===== src/rtl/pixel_ctrl_pkg.sv =====
// Shared types and defaults for the pixel sensor sequencer.
// Used by pixel_sensor_ctrl and pixel_phase_timer.
package pixel_ctrl_pkg;

  typedef enum logic [2:0] {
    S_IDLE    = 3'd0,
    S_ERASE   = 3'd1,
    S_EXPOSE  = 3'd2,
    S_CONVERT = 3'd3,
    S_READ    = 3'd4
  } state_t;

  localparam int ERASE_CYCLES_DEF = 5;
  localparam int RAMP_STEPS_DEF   = 256;
  localparam int READ_CYCLES_DEF  = 4;
  localparam int EXP_W_DEF        = 8;
  localparam int CNT_W_DEF        = 10;

  typedef logic [CNT_W_DEF-1:0] cnt_t;

  // True for every state that drives the pixel.
  function automatic logic is_busy(state_t s);
    return s != S_IDLE;
  endfunction

endpackage


===== src/rtl/pixel_phase_timer.sv =====
// Phase counter: synchronous clear, terminal-count compare,
// last-cycle flag and parity of the upcoming count.
module pixel_phase_timer
  import pixel_ctrl_pkg::*;
#(
  parameter int CNT_W = CNT_W_DEF
) (
  input  logic             clk_i,
  input  logic             rst_i,
  input  logic             clr_i,
  input  logic [CNT_W-1:0] tc_i,
  output logic             last_o,
  output logic             odd_o
);

  logic [CNT_W-1:0] cnt_q;
  logic [CNT_W-1:0] cnt_d;

  // Next count: restart at zero on phase entry, else advance.
  always_comb begin
    cnt_d = cnt_q + CNT_W'(1);
    if (clr_i) begin
      cnt_d = '0;
    end
  end

  // Count register.
  always_ff @(posedge clk_i) begin
    if (rst_i) begin
      cnt_q <= '0;
    end else begin
      cnt_q <= cnt_d;
    end
  end

  assign last_o = (cnt_q == tc_i);
  assign odd_o  = cnt_d[0];

endmodule


===== src/rtl/pixel_sensor_ctrl.sv =====
// Pixel sensor frame sequencer: ERASE, EXPOSE, CONVERT, READ.
// Optional macro PIXEL_CTRL_CONTINUOUS_EN: chain frames while START held.
module pixel_sensor_ctrl
  import pixel_ctrl_pkg::*;
#(
  parameter int ERASE_CYCLES = ERASE_CYCLES_DEF,
  parameter int RAMP_STEPS   = RAMP_STEPS_DEF,
  parameter int READ_CYCLES  = READ_CYCLES_DEF,
  parameter int EXP_W        = EXP_W_DEF,
  parameter int CNT_W        = CNT_W_DEF
) (
  input  logic             CLK,
  input  logic             RESET,
  input  logic             START,
  input  logic [EXP_W-1:0] EXPOSE_LEN,
  output logic             ERASE,
  output logic             EXPOSE,
  output logic             VBN1,
  output logic             RAMP,
  output logic             READ,
  output logic             BUSY,
  output logic             DONE,
  output logic [2:0]       STATE
);

  localparam logic [CNT_W-1:0] TC_ERASE =
    CNT_W'(ERASE_CYCLES - 1);
  localparam logic [CNT_W-1:0] TC_CONV =
    CNT_W'(2 * RAMP_STEPS - 1);
  localparam logic [CNT_W-1:0] TC_READ =
    CNT_W'(READ_CYCLES - 1);

  state_t           state_q;
  state_t           state_d;
  logic [EXP_W-1:0] len_q;
  logic [EXP_W-1:0] len_d;
  logic [CNT_W-1:0] tc;
  logic             last;
  logic             odd;
  logic             clr;
  logic             frame_end;

  logic erase_q, expose_q, vbn1_q, ramp_q;
  logic read_q, busy_q, done_q;

  // Next state, length latch and terminal count of the phase.
  // START is not taken in the DONE cycle, so a held START
  // still leaves one plain IDLE cycle between frames.
  always_comb begin
    state_d = state_q;
    len_d   = len_q;
    tc      = '0;
    case (state_q)
      S_IDLE: begin
        if (START && !done_q) begin
          state_d = S_ERASE;
          len_d   = EXPOSE_LEN;
        end
      end
      S_ERASE: begin
        tc = TC_ERASE;
        if (last) begin
          state_d = (len_q == '0) ? S_CONVERT : S_EXPOSE;
        end
      end
      S_EXPOSE: begin
        tc = CNT_W'(len_q) - CNT_W'(1);
        if (last) begin
          state_d = S_CONVERT;
        end
      end
      S_CONVERT: begin
        tc = TC_CONV;
        if (last) begin
          state_d = S_READ;
        end
      end
      S_READ: begin
        tc = TC_READ;
        if (last) begin
`ifdef PIXEL_CTRL_CONTINUOUS_EN
          if (START) begin
            state_d = S_ERASE;
            len_d   = EXPOSE_LEN;
          end else begin
            state_d = S_IDLE;
          end
`else
          state_d = S_IDLE;
`endif
        end
      end
      default: begin
        state_d = S_IDLE;
      end
    endcase
  end

  assign frame_end = (state_q == S_READ) && last;

  // Counter restarts on every phase change and idles at zero.
  assign clr = (state_d != state_q) || (state_q == S_IDLE);

  pixel_phase_timer #(
    .CNT_W (CNT_W)
  ) u_timer (
    .clk_i  (CLK),
    .rst_i  (RESET),
    .clr_i  (clr),
    .tc_i   (tc),
    .last_o (last),
    .odd_o  (odd)
  );

  // FSM and Moore output flops, decoded from the coming state.
  always_ff @(posedge CLK) begin
    if (RESET) begin
      state_q  <= S_IDLE;
      len_q    <= '0;
      erase_q  <= 1'b0;
      expose_q <= 1'b0;
      vbn1_q   <= 1'b0;
      ramp_q   <= 1'b0;
      read_q   <= 1'b0;
      busy_q   <= 1'b0;
      done_q   <= 1'b0;
    end else begin
      state_q  <= state_d;
      len_q    <= len_d;
      erase_q  <= (state_d == S_ERASE);
      expose_q <= (state_d == S_EXPOSE);
      vbn1_q   <= (state_d == S_EXPOSE) && odd;
      ramp_q   <= (state_d == S_CONVERT) && odd;
      read_q   <= (state_d == S_READ);
      busy_q   <= is_busy(state_d);
      done_q   <= frame_end;
    end
  end

  assign ERASE  = erase_q;
  assign EXPOSE = expose_q;
  assign VBN1   = vbn1_q;
  assign RAMP   = ramp_q;
  assign READ   = read_q;
  assign BUSY   = busy_q;
  assign DONE   = done_q;
  assign STATE  = state_q;

endmodule

===== config.mk =====
export PLATFORM = sky130hd
export DESIGN_NAME = pixel_sensor_ctrl
export DESIGN_NICKNAME = d
export VERILOG_FILES = /design/src/rtl/pixel_ctrl_pkg.sv /design/src/rtl/pixel_phase_timer.sv /design/src/rtl/pixel_sensor_ctrl.sv
export SDC_FILE = /design/constraint.sdc
export NUM_CORES = 1
export LEC_CHECK = 0
export BUFFER_PORTS_ARGS = -buffer_cell sky130_fd_sc_hd__clkbuf_2
export CORE_ASPECT_RATIO = 0.6
export CORE_MARGIN = 8
export CORE_UTILIZATION = 50
export DETAILED_ROUTE_END_ITERATION = 10
export PLACE_DENSITY_LB_ADDON = 0.05
export REMOVE_ABC_BUFFERS = 1
export SETUP_SLACK_MARGIN = 0.2
export SLEW_MARGIN = 10
export SYNTH_ARGS = -nofsm -noshare
export SYNTH_HDL_FRONTEND = slang
export SYNTH_HIERARCHICAL = 1
export SYNTH_SLANG_ARGS = --single-unit

===== constraint.sdc =====
create_clock -name CLK -period 7.7 [get_ports CLK]
set_input_delay 0.77 -clock CLK [delete_from_list [all_inputs] [get_ports CLK]]
set_output_delay 0.77 -clock CLK [all_outputs]
set_load 0.05 [all_outputs]

* Word level (Yosys, flattened, before mapping)
Cells that the tools add are included.
Storage, ports and cells: flip-flop bits (word level) 28, latch bits 0, RAM bits 0, ROM bits 0, input bits 11, output and inout port bits 10, logic and storage cells 43, memories kept 0
Cells by class: add/sub/neg operators 2, multipliers 0, divide/modulo/power cells 0, order comparisons 0, equality and inequality tests 10, shift operators 0, mux-type cells 9, bitwise logic cells 0, reduce and logical (&&, ||, !) cells 11
Operator list (count):
- one-hot mux 10 bit (4 select lines) | 1
- two-way mux 3 bit | 5
- one-hot mux 3 bit (5 select lines) | 1
- == test 3 x 2 -> 1 bit, second input constant | 4
- adder 10 x 1 -> 10 bit, second input constant | 1
- == test 10 bit | 1
- subtractor 8 x 1 -> 9 bit, second input constant | 1
- zero test 8 bit | 1
- == test 3 x 1 -> 1 bit, second input constant | 2
- == test 3 bit, second input constant | 2
- logical AND 1 bit | 4
- zero test 3 bit | 1
- != test 3 bit | 1
- nonzero test 3 bit | 1
- two-way mux 1 bit | 2
- AND reduction 2 bit | 1
- OR reduction 2 bit | 1
- zero test 1 bit | 1
- logical OR 1 bit | 1

* Depth between registers and ports, before layout
depth after elaboration 9, mapped depth 13, depth with buffers taken out 12

* By module
The synthesis kept the hierarchy.
By module, submodules not included:
- pixel_sensor_ctrl | times used 1, cells an instance 118, area an instance 953.4 sq um, sequential area each 360.3 sq um
- pixel_phase_timer | times used 1, cells an instance 61, area an instance 528.0 sq um, sequential area each 200.2 sq um

* Worst setup path after synthesis
OpenSTA, ideal clock, no wires.
path type register to register, start reg state_q[0], in the netlist STATE[0], end reg expose_q, in the netlist EXPOSE, setup time 0.114 ns, arrival time 2.789 ns, data required time 7.586 ns, setup slack 4.797 ns, stages on the path, launching flop included 12, path buffers 2, clock period less this slack 2.903 ns, cells stage by stage dfxtp_1 -> clkbuf_1 -> inv_1 -> and4_1 -> nor3_1 -> xnor2_1 -> nand4_1 -> nor4_1 -> clkbuf_1 -> nand2_1 -> a21o_1 -> a2111oi_0
On the way: longest elaborated chain between the ends 6, elaborated cells on any way between the ends 14, classes of those cells eq/ne (6); mux (7); reduce/logical (1)
Ends and longest elaborated chain:
- start, declared | RTL line pixel_sensor_ctrl.sv:33 | state_t state_q;
- start signal, assigned | RTL line pixel_sensor_ctrl.sv:128 | state_q <= state_d;
- == test 3 bit, or another cell as far along | RTL line pixel_sensor_ctrl.sv:53 | case (state_q)
- one-hot mux 10 bit (4 select lines) * | RTL line pixel_sensor_ctrl.sv:53
- named net tc[6] | RTL line pixel_sensor_ctrl.sv:37 | logic [CNT_W-1:0] tc;
- == test 10 bit * | RTL line pixel_phase_timer.sv:36 | assign last_o = (cnt_q == tc_i);
- named net last | RTL line pixel_sensor_ctrl.sv:38 | logic last;
- two-way mux 3 bit (on tied branches)
- one-hot mux 3 bit (5 select lines) * | RTL line pixel_sensor_ctrl.sv:53
- == test 3 x 2 -> 1 bit * | RTL line pixel_sensor_ctrl.sv:131 | expose_q <= (state_d == S_EXPOSE);
- end signal, assigned | RTL line pixel_sensor_ctrl.sv:131
- end, declared | RTL line pixel_sensor_ctrl.sv:43 | logic erase_q, expose_q, vbn1_q, ramp_q;
Mark *: on every way through the listed nets, which the timed path passes. The rest lies on a longest branch. A chain may end at the register's enable or synchronous reset.

* Final worst setup path
start reg len_q[0], end reg expose_q, in the netlist EXPOSE
On the way: longest elaborated chain between the ends 6, elaborated cells on any way between the ends 11, classes of those cells add/sub (1); eq/ne (2); mux (7); reduce/logical (1)
Ends and longest elaborated chain:
- start, declared | RTL line pixel_sensor_ctrl.sv:35 | logic [EXP_W-1:0] len_q;
- start signal, assigned | RTL line pixel_sensor_ctrl.sv:129 | len_q <= len_d;
- subtractor 8 x 1 -> 9 bit * | RTL line pixel_sensor_ctrl.sv:67 | tc = CNT_W'(len_q) - CNT_W'(1);
- one-hot mux 10 bit (4 select lines) * | RTL line pixel_sensor_ctrl.sv:53
- named net tc[6] | RTL line pixel_sensor_ctrl.sv:37
- == test 10 bit * | RTL line pixel_phase_timer.sv:36
- named net last | RTL line pixel_sensor_ctrl.sv:38
- two-way mux 3 bit (on tied branches)
- one-hot mux 3 bit (5 select lines) * | RTL line pixel_sensor_ctrl.sv:53
- == test 3 x 2 -> 1 bit * | RTL line pixel_sensor_ctrl.sv:131
Marks and branches as above.

==> reports/metrics.yaml <==
outcome: "completed"
slew_violations: 0
tns_ns: 0
clockBufferDepth: 2
dpl_cell_area_sq_um: 1590
synth_ff_type: "dfxtp_1"
die_area_sq_um: 5020
cts_root_buffer: "clkbuf_8"
synth.ff_latch_count: 28
placed_cells: 230
die_x_microns: 86.3
utilization: 0.579
antenna_found_initial: 0
cts_tree: "built"
nets: 207
wl_per_cell_microns: 13.9
via_per_inst: 5.67
yosysSeqAreaShare: 0.378
async_reset_ff_frac: 0
global_route.usage.total: 0.137
path_cells: "inv_1, ha_1, nor3b_1, a211oi_1, nor3_1, xnor2_1, nand4_1, nor4_2, nand2_1, a21o_1, a2111oi_0"
rows: 15
finalSetupViolCount: 0
yosysTopAreaCellShare: 0.378
fillCellCount: 273
crit_slowest_cell: "nor4_2"
cp_data_arrival_time_ns: 3.35
grt_pass1_wl_microns: 5640
remaining_drc_errors: 0
drt_first_pass_iters: 4
cts.clk_slew.worst_paths_ns: 0.09
core_area_sq_um: 2850
final_cell_area_sq_um: 1650
grt_pass1_vias: 1180
synth_common_cells: "28 x dfxtp_1, 21 x a21oi_1, 15 x o21ai_0"
start_kind: "register"
final_layout_size_suffix_gt1_frac: 0.161
crit_type: "register to register"
fp.dieH_microns: 58.2
drv_cap: 0
yosys_warnings: 6
final-hold-violation-count: 0
p_leak_nw: 0.594
synthDistinctLibCells: 44
fin_cells: 234
ios: 21
synth.most_common_cell: "dfxtp_1"
area_growth_pct: 11.4
place_hpwl_microns: 2460
syn-instance-count: 179
worstPathMaxFanout: 9
ctsResizeCount: 0
post-cts-setup-buffers: 0
power.density_nw_per_um2: 314
avgSynthCellArea_sq_um: 8.28
synth_area_sq_um: 1480
via_count: 1327
ant_nets: 0
synth-edff-count: 0
start_util: 0.519
grt_overflow: 0
endpoint_kind: "register"
worst_pin_slew_ns: 0.732
max_stage_delay_ns: 0.64
cts_num_sinks: 28
yosysTopAreaCell: "dfxtp_1"
wl_microns: 3260
htreeDepth: 1
period_needed_ns: 3.18
clk_latency_ns: 0.27
io_buffers: 20
rsz0062_at_grt: "false"
critPathTopFamily: "simple AND/OR/NAND/NOR gates"
required_ns: 7.87
ir_drop_mv: 0.163
synth_area_leaders: "dfxtp_1 38%, a21oi_1 7.1%, xnor2_1 5.9%"
fmax_ghz: 0.314
gp_congestion: 0.882
worstPathBufferInverterCount: 1
cts_hold_buffers: 0
relSlewSlack: 0.508
numCtsBuffers: 3
timing.final.crit_share: 0.413
fin_skew_ns: 0.00313
grt_max_degree: 20
diodes: 0
drt-initial-drc-count: 112
min_path_type: "register to register"
==> routing by layer <==
metal / vias up / part of all wire / track usage
met4: 0 / 0.0028 / 0.0146
met1: 614 / 0.53 / 0.198
met5: - / 0 / 0
met2: 30 / 0.42 / 0.197
met3: 2 / 0.050 / 0.0408
li1: 681 / - / -
==> cell usage in the layout, fill, tap and decap left out, types with 3 or more instances in the layout <==
cell type and instances:
dfxtp_1 28, a21oi_1 21, clkbuf_2 20, o21ai_0 15, nor2_1 14, nand3_1 11
xnor2_1 10, nor3_1 5, xor2_1 5, inv_1 4, nor3b_1 4, nand2_1 4
clkbuf_8 4, nand4_1 4, o31ai_1 3, or3_1 3, ha_1 3
==> flip-flops by register name, indices dropped and copies added, names as in the netlist <==
register / count
READ: 1
STATE: 3
VBN1: 1
u_timer/cnt_q: 10
DONE: 1
RAMP: 1
BUSY: 1
len_q: 8
ERASE: 1
EXPOSE: 1
==> cells by family (layout without fill, tap and decap cells) <==
group                    Yosys count  after routing  synth area share
AND/OR/NAND/NOR                   65             65             0.261
AO/OA/AOI/OAI                     52             52             0.204
flip-flops                        28             28             0.378
buffers and inverters             16             29            0.0431
XOR/XNOR                          15             15            0.0887
adder cells (fa/ha/maj)            3              3            0.0253
==> through the flow <==
step	setup slack (ns)	power, mW	hold slack (ns)
detailed placement	4.24	0.422	0.494
global placement	4.38	0.419	0.485
finish	4.52	0.517	0.506
global route	4.16	0.555	0.563
CTS	4.18	0.514	0.510
floorplan	4.55	0.368	0.463
==> where the power goes <==
group | switching [mW] | internal (mW) | total, mW
Sequential | 0.0303 | 0.165 | 0.195
Clock | 0.0453 | 0.0458 | 0.0911
Combinational | 0.147 | 0.0840 | 0.231
Total | 0.223 | 0.294 | 0.517
==> final timing paths <==
kind / cells after the start / to / start / slack (ns)
worst max-delay path: 11 / EXPOSE$_SDFF_PP0_ / len_q[0]$_SDFFE_PP0P_ / 4.52
worst min-delay path: 2 / u_timer/cnt_q[9]$_SDFF_PP0_ / u_timer/cnt_q[9]$_SDFF_PP0_ / 0.51
worst max register to register: 11 / EXPOSE$_SDFF_PP0_ / len_q[0]$_SDFFE_PP0P_ / 4.52
worst min register to register: 2 / u_timer/cnt_q[9]$_SDFF_PP0_ / u_timer/cnt_q[9]$_SDFF_PP0_ / 0.51
==> area by class of cell <==
class | count | area (sq um) | area share
multi-input combinational | 135 | 863 | 0.523
tap | 42 | 52.6 | 0.0318
sequential | 28 | 561 | 0.340
timing repair buffer | 20 | 100 | 0.0607
inverter | 5 | 18.8 | 0.0114
clock buffer | 4 | 55.1 | 0.0334
==> worst reg2reg max path, stage by stage (launching register included) <==
cell	delay (ns)
dfxtp_1	0.35
inv_1	0.11
ha_1	0.19
nor3b_1	0.40
a211oi_1	0.14
nor3_1	0.25
xnor2_1	0.15
nand4_1	0.12
nor4_2	0.64
nand2_1	0.19
a21o_1	0.21
a2111oi_0	0.33
Note: power is estimated with default switching activity, not from simulation.
